<file path="config.mk">
export PLATFORM = sky130hd
export DESIGN_NAME = dmem_store_buffer
export DESIGN_NICKNAME = d
export VERILOG_FILES = /design/src/rtl/dmem_store_buffer.sv
export SDC_FILE = /design/constraint.sdc
export NUM_CORES = 1
export LEC_CHECK = 0
export CAP_MARGIN = 10
export CORE_ASPECT_RATIO = 1.1
export CORE_MARGIN = 5
export CORE_UTILIZATION = 46
export CTS_CLUSTER_SIZE = 14
export DETAILED_ROUTE_END_ITERATION = 16
export PLACE_DENSITY_LB_ADDON = 0.3
export SYNTH_ARGS = -nofsm -noshare
export SYNTH_HDL_FRONTEND = slang
export SYNTH_SLANG_ARGS = --single-unit
</file>
<file path="constraint.sdc">
create_clock -name clk -period 13.55 [get_ports clk]
set_input_delay 3.3875 -clock clk [delete_from_list [all_inputs] [get_ports clk]]
set_output_delay 3.3875 -clock clk [all_outputs]
set_load 0.01 [all_outputs]
</file>
<file path="src/rtl/dmem_store_buffer.sv">
// Posted-store buffer between the memory stage and the single-port data memory.
// Optional build macro STORE_BUF_COALESCE_EN merges a store into an existing entry with the same word address.
module dmem_store_buffer #(
  parameter int DEPTH  = 4,
  parameter int ADDR_W = 10
) (
  input  logic                    clk,
  input  logic                    rst,
  input  logic [31:0]             cpu_addr,
  input  logic [31:0]             cpu_data_w,
  input  logic                    cpu_we,
  input  logic                    cpu_re,
  output logic [31:0]             cpu_data_r,
  input  logic                    flush_req,
  output logic                    cpu_stall,
  output logic [31:0]             dmem_addr,
  output logic [31:0]             dmem_data_w,
  output logic                    dmem_mem_rw,
  input  logic [31:0]             dmem_data_r,
  output logic [$clog2(DEPTH):0]  occupancy,
  output logic                    full,
  output logic                    empty
);

  localparam int PTR_W = $clog2(DEPTH);
  localparam int CNT_W = PTR_W + 1;

`ifdef STORE_BUF_COALESCE_EN
  localparam bit COALESCE = 1'b1;
`else
  localparam bit COALESCE = 1'b0;
`endif

  logic [31:0]      addr_q [DEPTH];
  logic [31:0]      data_q [DEPTH];
  logic [PTR_W-1:0] head;
  logic [PTR_W-1:0] tail;
  logic [CNT_W-1:0] count;

  logic             drain;
  logic             store_ok;
  logic             coal;
  logic             push;
  logic             fwd_hit;
  logic [PTR_W-1:0] fwd_idx;

  assign empty     = (count == '0);
  assign full      = (count == CNT_W'(DEPTH));
  assign occupancy = count;

  // Flush handshake: flush_req is a level held by the CPU; cpu_stall stays high
  // until the last queued store is on the port, and drops in the cycle empty rises.
  assign cpu_stall = flush_req && !empty;

  // A load owns the memory port unless a flush is pending.
  assign drain = !empty && !rst && (!cpu_re || flush_req);

  assign dmem_addr   = drain ? addr_q[head] : cpu_addr;
  assign dmem_data_w = data_q[head];
  assign dmem_mem_rw = drain;

  // Walk from oldest to youngest so the last hit is the youngest matching store.
  always_comb begin
    fwd_hit = 1'b0;
    fwd_idx = head;
    for (int i = 0; i < DEPTH; i++) begin
      if ((CNT_W'(i) < count) &&
          (addr_q[head + PTR_W'(i)][ADDR_W-1:0] == cpu_addr[ADDR_W-1:0])) begin
        fwd_hit = 1'b1;
        fwd_idx = head + PTR_W'(i);
      end
    end
  end

  assign cpu_data_r = fwd_hit ? data_q[fwd_idx] : dmem_data_r;

  assign store_ok = cpu_we && !cpu_stall;
  // The head leaving this cycle cannot absorb a store, so that case appends.
  assign coal     = COALESCE && store_ok && fwd_hit && !(drain && (fwd_idx == head));
  // Push only when a slot exists; a full buffer frees one by draining in the same cycle.
  assign push     = store_ok && !coal && (!full || drain);

  always_ff @(posedge clk) begin
    if (rst) begin
      head  <= '0;
      tail  <= '0;
      count <= '0;
    end else begin
      if (push) begin
        addr_q[tail] <= cpu_addr;
        data_q[tail] <= cpu_data_w;
        tail         <= tail + 1'b1;
      end
      if (coal) begin
        addr_q[fwd_idx] <= cpu_addr;
        data_q[fwd_idx] <= cpu_data_w;
      end
      if (drain) begin
        head <= head + 1'b1;
      end
      if (push && !drain) begin
        count <= count + 1'b1;
      end else if (!push && drain) begin
        count <= count - 1'b1;
      end
    end
  end

endmodule

</file>
* Word-level counts from Yosys, hierarchy flattened
Memory sizes are Yosys's and may differ from the RTL's. A register that Yosys moved wholly into a read port is not among the register bits.
Index checks and enable logic that the tools add are counted.
** Cells by class
- Reductions and logical operators :: 22
- Eq/ne operators :: 5
- Mux-type cells :: 18
- Magnitude comparators :: 4
- Add/sub/neg operators :: 6
** Operators with widths (count)
- $mux 32 :: 2
- $eq 10x10->1 :: 4
- $mux 2 :: 7
- $logic_and 1x1->1 :: 11
- $logic_not 1->1 :: 7
- $mux 1 :: 7
- $lt 1x3->1 const A :: 2
- $lt 2x3->1 const A :: 2
- $mux 3 :: 2
- $add 2x1->2 const B :: 2
- $add 2x2->2 const B :: 2
- $add 3x1->3 const B :: 1
- $eq 3x3->1 const B :: 1
- $logic_not 3->1 :: 1
- $sub 3x1->3 const B :: 1
- $logic_or 1x1->1 :: 2
- $reduce_bool 2->1 :: 1
** Storage, ports and cells
- Bits in writable memories :: 256
- Register bits after elaboration :: 7
- Memories kept :: 2
- Logic and storage cells :: 60
- Bits of input ports :: 101
- Output and inout port bits :: 103
** Memory list
- addr_q :: words 4, width 32, read ports 4, clocked after memory_dff 1, wr ports 1, line 34 : logic [31:0] addr_q [DEPTH];
- data_q :: words 4, width 32, read ports 2, clocked after memory_dff 1, wr ports 1, line 35 : logic [31:0] data_q [DEPTH];

* Logic depth before layout (Yosys ltp)
Gate-level depths: netlist of run 1.
- Depth in word-level cells :: 10
- Depth in mapped cells :: 14
- Mapped depth without buffers :: 11

* Least setup slack after synthesis of run 1
OpenSTA, ideal clock, no wires.
- Path kind :: input port to output port
- Start point :: input port cpu_addr[4]
- End point :: output port cpu_data_r[30]
- Data arrival time :: 5.786 ns
- Path buffers :: 3
- Stages on the path :: 12
- Data required time :: 10.162 ns
- Path slack :: 4.377 ns
- Path through :: clkbuf_1 > nor2b_1 > mux2_1 > o2111ai_1 > a211o_1 > or2_0 > buf_2 > a31oi_4 > xnor2_4 > buf_2 > mux2i_1 > a22oi_1
** Between the ends
- Word-level cells in the longest chain between the ends :: 7
- Elaborated cells on any way between the ends :: 17
- Classes of those cells :: 4 x eq/ne; 8 x mux; 4 x reduce/logical; 1 x memory
** RTL lines
- start, declared :: line 9 : input logic [31:0] cpu_addr,
- $eq 10x10->1 :: line 68 : (addr_q[head + PTR_W'(i)][ADDR_W-1:0] == cpu_addr[ADDR_W-1:0])) begin
- $logic_and 1x1->1 :: line 67 : if ((CNT_W'(i) < count) &&
- $mux 2 or $mux 1 (tied branches) (3 in a row) :: line 67
- $mem_v2 4x32 or $mux 1 (tied branches)
- $mux 32 (*) :: line 75 : assign cpu_data_r = fwd_hit ? data_q[fwd_idx] : dmem_data_r;
- end, declared :: line 13 : output logic [31:0] cpu_data_r,
Every way passes the cells marked *; elsewhere a longest branch is shown, timed or not.

* Worst setup path in the final report of run 1
- Start point :: input port cpu_addr[4]
- End point :: output port cpu_data_r[8]
The elaborated chain is that of the path after synthesis.

==> qor.yml, run 1 <==
cts_resized: 0
grt_first_pass_wirelength_mm: 46.7
fmaxAchievable_mhz: 88.7
finalSetupTns_ns: 0
hold_path_startpoint: "tail[1]"
grt-ovfl-total: 0
regArea_um2: 7880
hpwl_mm: 19.1
required_ns: 10.16
report.final.slew_viol_count: 0
syn_avg_cell_area_um2: 15.1
worstPathBufferInverterCount: 3
post_synth_and_or_nand_nor_area_fraction: 0.0582
detail-route-antenna-nets: 0
globalRouteTotalUtil: 0.191
timing.reg2reg.setup_slack_ns: 10.58
synth_enable_flop_cells: 256
timing.hold.worst_path_depth: 2
seq_power_share: 0.419
die-area_um2: 31400
largest_fanout_on_the_critical_path: 63
yosysTopAreaCellShare: 0.598
totalWireLength_mm: 30.7
synth_top_family_by_area: "multiplexers"
mostFrequentLayoutCells: "edfxtp_1, clkdlybuf4s50_1, nand2_1"
cts_setup_buffers: 0
drive_gt1_frac: 0.133
synthXorXnorAreaFrac: 0.0349
drc_errors: 0
worstPathArrival_ns: 7.89
max_cap_violations: 0
synth.yosys.seq_area_share: 0.613
yosysWarnings: 0
worst-slew-pin-transition_ns: 1.12
mostFrequentLayoutCell: "edfxtp_1"
setup.worst_path.start_class: "primary input"
post_synth_fa_ha_maj_area_fraction: 0.00877
signed_area_change_from_the_synthesized_netlist_to_the_final_layout_pct: 24.5
post-route-period-util: 0.832
final-hold-violation-count: 0
synth_fp_nets: 959
dieWidth_um: 169
final_period_minus_worst_setup_slack_ns: 11.28
setup.worst_path.end_class: "output port"
async_s_r_ff_share_synth: 0
post_drt_via_cell_ratio: 5.53
floorplan.rows: 64
nFillCells: 2252
via_count_of_the_first_global_routing_pass: 8306
post_synthesis_sequential_element_count: 265
muxShareOfSynthArea: 0.210
worst_path_largest_cell_delay_ns: 0.81
synthCells: 849
worstHoldEndpoint: "tail[1]"
final_cell_area_um2: 16000
pwr-share-clk: 0.285
worstReg2RegEnd: "data_q[0][18]"
intPower_w: 0.00176
outcome: "complete, no violations"
finish.net_count: 1144
worst_skew_pair.late_latency_ns: 0.52
initial_antenna_violation_count: 2
drt_pass1_iterations: 4
finalWeightedCongestion: 0.851
synth_largest_area_cell: "edfxtp_1"
hold-worst-slack_ns: 0.518
yosys.cell_types.count: 49
io_buffers: 203
rsz0062_at_grt: "false"
top_family_by_delay_on_critical_path: "buffers and inverters"
cts_hold_fix_bufs: 0
dominantRegCellSynth: "edfxtp_1"
rr_worst_depth: 8
synth.cell_area_um2: 12800
multi_input_area_um2: 4670
synth_compound_gate_area_share: 0.0513
powerDensity_nw_per_um2: 153
drt_iter0_markers: 359
cts-buffers-inserted: 27
timing.slew.headroom: 0.252
finalSetupViolCount: 0
core_um2: 27700
post_synth_main_area_contributors: "edfxtp_1, mux4_2, mux2i_1, nand2_1, xnor2_1"
power.switching_w: 0.000687
hold_class: "register to register"
die_h_um: 185
critical_path_cell_count: 13
skew_ns: 0.0102
htreeDepth: 1
initial_utilization: 0.464
post_drt_wl_per_cell_um: 21.6
floorplan.io_pins: 204
clock_sinks: 265
setup.worst_path.class: "primary input to output port"
cts_tree: "built"
clk_root_buffer_cell: "clkbuf_16"
clkSlewWorstSetupHoldPaths_ns: 0.06
ir_worst_vdd_uv: 109
cts.path.max_buffers: 3
vias: 7840
worstPathCellList: "clkdlybuf4s50_1, nand2b_1, mux2i_1, o2111ai_1, a211o_1, or2_0, a31oi_4, xnor2_4, buf_4, mux2i_1, a21oi_1, a21boi_1, clkdlybuf4s50_1"
cellLeakagePower_nw: 5.18
share_comb_of_total_power: 0.296
slowest_stage: "buf_4"
power_switching_share: 0.281
grt_max_degree: 65
r2r-start: "occupancy[0]"
detailed_place.area_um2: 15200
cell type report:
class	count	share of cell area
Timing Repair Buffer	215	0.133
Sequential cell	265	0.493
Multi-Input combinational cell	514	0.292
Clock inverter	11	0.00657
Clock buffer	38	0.0448
Tap cell	363	0.0284
Inverter	11	0.00258
Antenna cell	1	0.000156
cell families (layout without fill, tap and decap cells):
kind of cell | Yosys count | after routing
DFF | 265 | 265
muxes | 178 | 178
and+or+nand+nor | 176 | 176
AOI/OAI and AO/OA | 102 | 102
buffers and inverters | 70 | 275
xor gates and xnor gates | 49 | 49
adders and majority gates | 9 | 9
other | 0 | 1
worst max path at each step:
stage	endpoint	slack, ns	from
floorplan	cpu_data_r[30]	4.38	cpu_addr[4]
global placement	cpu_data_r[0]	2.41	cpu_addr[4]
detailed placement	cpu_data_r[8]	2.33	cpu_addr[4]
CTS	cpu_data_r[8]	2.30	cpu_addr[4]
global route	cpu_data_r[4]	1.97	cpu_addr[4]
finish	cpu_data_r[8]	2.27	cpu_addr[4]
sequential cells by signal, indices dropped and copies added (netlist names), named ones only:
register / count
addr_q: 128
data_q: 128
occupancy: 3
head: 2
tail: 2
cell usage after synthesis (5+ instances only):
cell and instances:
edfxtp_1 256, nand2_1 98, mux2i_1 96, mux4_2 72, nor2_1 41, a21oi_1 40
a21boi_1 31, xnor2_1 29, clkbuf_1 26, xor2_1 19, buf_1 14, buf_2 12
o21ai_0 12, inv_1 10, dfxtp_1 9, ha_1 9, mux2_2 9, nand4_1 7
nor3_1 6, and2_1 5, nand3_1 5
per-layer routing:
metal | routed length [um] | up-vias | track usage
met5 | 13 | - | 0
li1 | - | 3640 | -
met4 | 780 | 2 | 0.0593
met3 | 1520 | 52 | 0.0352
met1 | 12200 | 3950 | 0.239
met2 | 16200 | 196 | 0.340
power by group through the flow:
stage	Combinational, W	Clock (W)	Sequential, W
after CTS	0.000736	0.000712	0.00102
after floorplan	0.000458	0	0.00102
final	0.000724	0.000696	0.00102
after detailed placement	0.000732	0	0.00104
after global routing	0.000781	0.000748	0.00103
after global placement	0.000730	0	0.00104
worst reg2reg max path, delay by kind of cell, from the launching register on:
kind / cells / cell delay, ns
buf+inv: 2 / 0.80
compound gates: 2 / 0.27
fa+ha+maj: 1 / 0.24
flops: 1 / 0.48
simple gates: 3 / 0.79
through the flow:
step	setup slack, ns	utilization	total power [W]	std cells
5_1_grt	1.97	0.577	0.00256	1418
4_1_cts	2.30	0.577	0.00247	1417
6_report	2.27	0.577	0.00244	1418
2_1_floorplan	4.38	-	0.00147	849
3_5_place_dp	2.33	0.547	0.00177	1368
3_3_place_gp	2.41	0.547	0.00177	1368
Power figures use the tool's default switching activity.
==> run 2: changes to the inputs <==
==> constraint.sdc (replaced) <==
create_clock -name clk -period 11.35 [get_ports clk]
set_input_delay 2.8375 -clock clk [delete_from_list [all_inputs] [get_ports clk]]
set_output_delay 2.8375 -clock clk [all_outputs]
set_load 0.01 [all_outputs]
==> qor.yml, run 2 (synthesized netlist as in run 1, its figures left out) <==
outcome: "complete, no violations"  # unchanged
intPower_w: 0.00210  # was 0.00176 W
power.switching_w: 0.000823  # was 0.000687 W
globalRouteTotalUtil: 0.189  # was 0.191
worstHoldEndpoint: "tail[1]"  # unchanged
cts_resized: 0  # unchanged
timing.slew.headroom: 0.292  # was 0.252
floorplan.rows: 64  # unchanged
worst_skew_pair.late_latency_ns: 0.52  # about the same
rr_worst_depth: 7  # was 8
io_buffers: 203  # unchanged
grt_first_pass_wirelength_mm: 46.6  # was 46.7 mm
initial_antenna_violation_count: 2  # unchanged
final.setup.worst_slack_ns: 1.41  # was 2.27 ns
clock_sinks: 265  # unchanged
largest_fanout_on_the_critical_path: 25  # was 63
totalWireLength_mm: 30.1  # was 30.7 mm
fmaxAchievable_mhz: 101
rsz0062_at_grt: "false"  # unchanged
signed_area_change_from_the_synthesized_netlist_to_the_final_layout_pct: 24.9  # was 24.5%
mostFrequentLayoutCells: "edfxtp_1, clkdlybuf4s50_1, nand2_1"  # unchanged
final_period_minus_worst_setup_slack_ns: 9.94
report.final.slew_viol_count: 0  # unchanged
cellLeakagePower_nw: 5.19  # was 5.18 nW
setup.worst_path.start_class: "primary input"  # unchanged
setup.worst_path.class: "primary input to output port"  # unchanged
cts_hold_fix_bufs: 0  # unchanged
pwr-share-clk: 0.286  # was 0.285
post_drt_wl_per_cell_um: 21.2  # was 21.6 um
die-area_um2: 31400  # unchanged
core_um2: 27700  # unchanged
worst-slew-pin-transition_ns: 1.06  # was 1.12 ns
share_comb_of_total_power: 0.292  # was 0.296
r2r-start: "occupancy[0]"  # unchanged
clk_root_buffer_cell: "clkbuf_16"  # unchanged
vias: 7835  # was 7840
finalWeightedCongestion: 0.822  # was 0.851
seq_power_share: 0.422  # was 0.419
grt_max_degree: 65  # unchanged
drc_errors: 0  # unchanged
drive_gt1_frac: 0.136  # was 0.133
power_switching_share: 0.282  # was 0.281
mostFrequentLayoutCell: "edfxtp_1"  # unchanged
final_cell_area_um2: 16000  # about the same
cts_setup_buffers: 0  # unchanged
grt-ovfl-total: 0  # unchanged
cts_tree: "built"  # unchanged
cts-buffers-inserted: 27  # unchanged
finalSetupTns_ns: 0  # unchanged
max_cap_violations: 0  # unchanged
detailed_place.area_um2: 15200  # about the same
post_drt_via_cell_ratio: 5.53  # about the same
powerDensity_nw_per_um2: 182  # was 153 nW/um2
ir_worst_vdd_uv: 115  # was 109 uV
finish.net_count: 1146  # was 1144
floorplan.io_pins: 204  # unchanged
cts.path.max_buffers: 3  # unchanged
detail-route-antenna-nets: 0  # unchanged
hold_path_startpoint: "tail[1]"  # unchanged
skew_ns: 0.0220  # was 0.0102 ns
initial_utilization: 0.464  # unchanged
post-route-period-util: 0.876
detailedPlace.worstSlack_ns: 1.44  # was 2.33 ns
timing.reg2reg.setup_slack_ns: 8.35  # was 10.58 ns
timing.hold.worst_path_depth: 2  # unchanged
dieWidth_um: 169  # unchanged
required_ns: 8.51  # was 10.16 ns
clkSlewWorstSetupHoldPaths_ns: 0.06  # about the same
htreeDepth: 1  # unchanged
worstReg2RegEnd: "data_q[3][12]"  # was data_q[0][18]
final-hold-violation-count: 0  # unchanged
finalSetupViolCount: 0  # unchanged
via_count_of_the_first_global_routing_pass: 8276  # was 8306
setup.worst_path.end_class: "output port"  # unchanged
drt_pass1_iterations: 4  # unchanged
worstPathArrival_ns: 7.10  # was 7.89 ns
die_h_um: 185  # unchanged
hpwl_mm: 19.1  # about the same
hold_class: "register to register"  # unchanged
drt_iter0_markers: 413  # was 359
## run 2: cell count changes in the layout (fill, tap and decap cells not counted)
cell,change
buf_12,+2
clkbuf_1,-4
clkinv_1,+1
clkinv_2,-2
clkinv_4,+1
clkinv_8,+1
clkinvlp_4,+2
inv_6,-1
## run 2: cell type report
| class | instances | area (um2) |
|---|---|---|
| inverters | 11 | 41.3 |
| well taps | 363 | 454 |
| clock buffers | 34 | 702 |
| diodes | 1 | 2.50 |
| multi-input cells | 514 | 4670 |
| clock inverters | 13 | 130 |
| repair buffers | 217 | 2160 |
| fillers | 2273 | 11700 |
| flip-flops and latches | 265 | 7880 |
## run 2: metrics by stage
step	util	hold WS, ns	cells	total power, W
floorplan	-	0.469	849	0.00176
global placement	0.549	0.485	1370	0.00211
detailed placement	0.549	0.493	1370	0.00212
CTS	0.579	0.500	1417	0.00296
global route	0.579	0.546	1418	0.00306
finish	0.579	0.501	1418	0.00292
## run 2: routing by layer
| layer | part of all wire | global-route usage | wire [um] | up-vias |
|---|---|---|---|---|
| li1 | - | - | - | 3632 |
| met4 | 0.026 | 0.0557 | 790 | 2 |
| met2 | 0.51 | 0.331 | 15400 | 228 |
| met1 | 0.41 | 0.246 | 12200 | 3926 |
| met3 | 0.054 | 0.0299 | 1630 | 47 |
| met5 | 0.00043 | 0 | 13 | - |
## run 2: how the worst max path moves through the flow
| stage | start | to | cells after the start |
|---|---|---|---|
| after floorplan | cpu_addr[4] | cpu_data_r[30] | 12 |
| after global placement | cpu_addr[4] | cpu_data_r[9] | 13 |
| after detailed placement | cpu_addr[4] | cpu_data_r[4] | 13 |
| after CTS | cpu_addr[4] | cpu_data_r[4] | 13 |
| after global routing | cpu_addr[4] | cpu_data_r[9] | 13 |
| final | cpu_addr[4] | cpu_data_r[4] | 13 |
## run 2: critical path: stages
cell	delay, ns
clkdlybuf4s50_1	0.67
nor2b_1	0.26
mux2_1	0.31
o2111ai_1	0.21
a211o_1	0.16
or2_0	0.38
a31oi_4	0.18
xnor2_4	0.74
buf_12	0.30
mux2i_1	0.24
a21oi_1	0.08
a21boi_1	0.17
clkdlybuf4s50_1	0.53
## run 2: power by group through the flow
stage	combinational [W]	clock, W	sequential, W
after CTS	0.000869	0.000853	0.00124
after detailed placement	0.000864	0	0.00126
after global routing	0.000923	0.000894	0.00124
after global placement	0.000859	0	0.00125
after floorplan	0.000547	0	0.00121
final	0.000853	0.000835	0.00123
==> run 3: changes to the inputs <==
==> constraint.sdc (replaced) <==
create_clock -name clk -period 12.9 [get_ports clk]
set_input_delay 3.225 -clock clk [delete_from_list [all_inputs] [get_ports clk]]
set_output_delay 3.225 -clock clk [all_outputs]
set_load 0.01 [all_outputs]
==> qor.yml, run 3 (synthesized netlist as in run 1, its figures left out) <==
setup.worst_path.end_class: "output port"  # unchanged
drc_errors: 0  # unchanged
io_buffers: 203  # unchanged
worstPathCellList: "clkdlybuf4s50_1, nand2b_1, mux2i_1, o2111ai_1, a211o_1, or2_0, a31oi_4, xnor2_4, buf_4, mux2i_1, a21oi_1, a21boi_1, clkdlybuf4s50_1"  # was clkdlybuf4s50_1, nor2b_1, mux2_1, o2111ai_1, a211o_1, or2_0, a31oi_4, xnor2_4, buf_12, mux2i_1, a21oi_1, a21boi_1, clkdlybuf4s50_1
drive_gt1_frac: 0.133  # was 0.136
hold_class: "register to register"  # unchanged
final_core_util: 0.577  # was 0.579
finalWeightedCongestion: 0.859  # was 0.822
worstPathArrival_ns: 7.69  # was 7.10 ns
initial_antenna_violation_count: 2  # unchanged
post-route-period-util: 0.846
grt_first_pass_wirelength_mm: 46.7  # was 46.6 mm
mostFrequentLayoutCells: "edfxtp_1, clkdlybuf4s50_1, nand2_1"  # unchanged
timing.hold.worst_path_depth: 2  # unchanged
report.final.slew_viol_count: 0  # unchanged
final_period_minus_worst_setup_slack_ns: 10.92
clkSlewWorstSetupHoldPaths_ns: 0.06  # about the same
globalRouteTotalUtil: 0.192  # was 0.189
grt_max_degree: 65  # unchanged
vias: 7791  # was 7835
timing.reg2reg.setup_slack_ns: 9.95  # was 8.35 ns
drt_pass1_iterations: 6  # was 4
finish.net_count: 1145  # was 1146
die-area_um2: 31400  # unchanged
hpwl_mm: 19.0  # was 19.1 mm
ir_worst_vdd_uv: 112  # was 115 uV
htreeDepth: 1  # unchanged
finalSetupTns_ns: 0  # unchanged
timing.slew.headroom: 0.235  # was 0.292
report.power.total_w: 0.00254  # was 0.00292 W
cts_tree: "built"  # unchanged
floorplan.rows: 64  # unchanged
finalSetupViolCount: 0  # unchanged
dieWidth_um: 169  # unchanged
slowest_stage: "buf_4"  # was xnor2_4
powerDensity_nw_per_um2: 159  # was 182 nW/um2
largest_fanout_on_the_critical_path: 63  # was 25
core_um2: 27700  # unchanged
setup.worst_path.class: "primary input to output port"  # unchanged
regArea_um2: 7880  # unchanged
cts_hold_fix_bufs: 0  # unchanged
outcome: "complete, no violations"  # unchanged
post_drt_wl_per_cell_um: 21.4  # was 21.2 um
clk_root_buffer_cell: "clkbuf_16"  # unchanged
rr_worst_depth: 7  # unchanged
mostFrequentLayoutCell: "edfxtp_1"  # unchanged
post_drt_via_cell_ratio: 5.49  # was 5.53
detail-route-antenna-nets: 0  # unchanged
required_ns: 9.68  # was 8.51 ns
worst_skew_pair.late_latency_ns: 0.53  # was 0.52 ns
rsz0062_at_grt: "false"  # unchanged
signed_area_change_from_the_synthesized_netlist_to_the_final_layout_pct: 24.4  # was 24.9%
cts.path.max_buffers: 3  # unchanged
top_family_by_delay_on_critical_path: "buffers and inverters"  # unchanged
final-hold-violation-count: 0  # unchanged
initial_utilization: 0.464  # unchanged
die_h_um: 185  # unchanged
grt-ovfl-total: 0  # unchanged
cellLeakagePower_nw: 5.18  # was 5.19 nW
nFillCells: 2257  # was 2273
fmaxAchievable_mhz: 91.6
clock_sinks: 265  # unchanged
worstPathBufferInverterCount: 3  # unchanged
max_cap_violations: 0  # unchanged
cts-buffers-inserted: 27  # unchanged
worst-slew-pin-transition_ns: 1.15  # was 1.06 ns
drt_iter0_markers: 418  # was 413
totalWireLength_mm: 30.4  # was 30.1 mm
floorplan.io_pins: 204  # unchanged
setup.worst_path.start_class: "primary input"  # unchanged
cts_setup_buffers: 0  # unchanged
via_count_of_the_first_global_routing_pass: 8281  # was 8276
cts_resized: 0  # unchanged
hold-worst-slack_ns: 0.510  # was 0.501 ns
critical_path_cell_count: 13  # unchanged
skew_ns: 0.0102  # was 0.0220 ns
multi_input_area_um2: 4670  # unchanged
worst_path_largest_cell_delay_ns: 0.81  # was 0.74 ns
-- run 3: changes by cell type in the layout (fill, tap and decap cells not counted) --
| cell | previous run | this run |
|---|---|---|
| buf_12 | 2 | 0 |
| buf_8 | 0 | 1 |
| bufinv_16 | 2 | 1 |
| clkbuf_1 | 7 | 9 |
| clkinv_1 | 4 | 6 |
| clkinv_2 | 3 | 5 |
| clkinv_4 | 1 | 0 |
| clkinv_8 | 1 | 0 |
| clkinvlp_4 | 2 | 0 |
| inv_6 | 0 | 1 |
-- run 3: worst register-to-register path, stage by stage (launching register included) --
cell and delay, ns:
dfxtp_1 0.37, inv_1 0.14, ha_1 0.19, nor2b_1 0.25, o21ai_0 0.24, nor2_1 0.27, and2_4 0.43, buf_4 0.66
-- run 3: cell type report --
type	count	share of cell area
clock buffers	36	0.0444
clock inverters	13	0.00540
multi-input cells	514	0.292
well taps	363	0.0284
repair buffers	216	0.134
flip-flops and latches	265	0.493
diodes	1	0.000157
inverters	11	0.00258
-- run 3: per-layer routing --
layer,up-vias,share of wire,track usage
li1,3645,-,-
met1,3885,0.40,0.239
met2,200,0.52,0.342
met3,59,0.050,0.0331
met4,2,0.031,0.0622
met5,-,0.00066,0
-- run 3: where the power goes --
part           switching, W  internal, W
clock network      0.000306     0.000405
logic              0.000365     0.000393
registers         0.0000497      0.00103
total              0.000721      0.00182
-- run 3: final timing paths --
check	from	to
min	tail[1]	tail[1]
max reg2reg	occupancy[1]	addr_q[0][21]
max	cpu_addr[4]	cpu_data_r[9]
min reg2reg	tail[1]	tail[1]
-- run 3: metrics by stage --
stage	std cells	cell area (um2)	worst slack [ns]
finish	1419	16000	1.98
global route	1419	16000	1.61
CTS	1417	16000	1.91
detailed placement	1368	15200	1.93
global placement	1368	15200	2.02
floorplan	849	12800	4.05
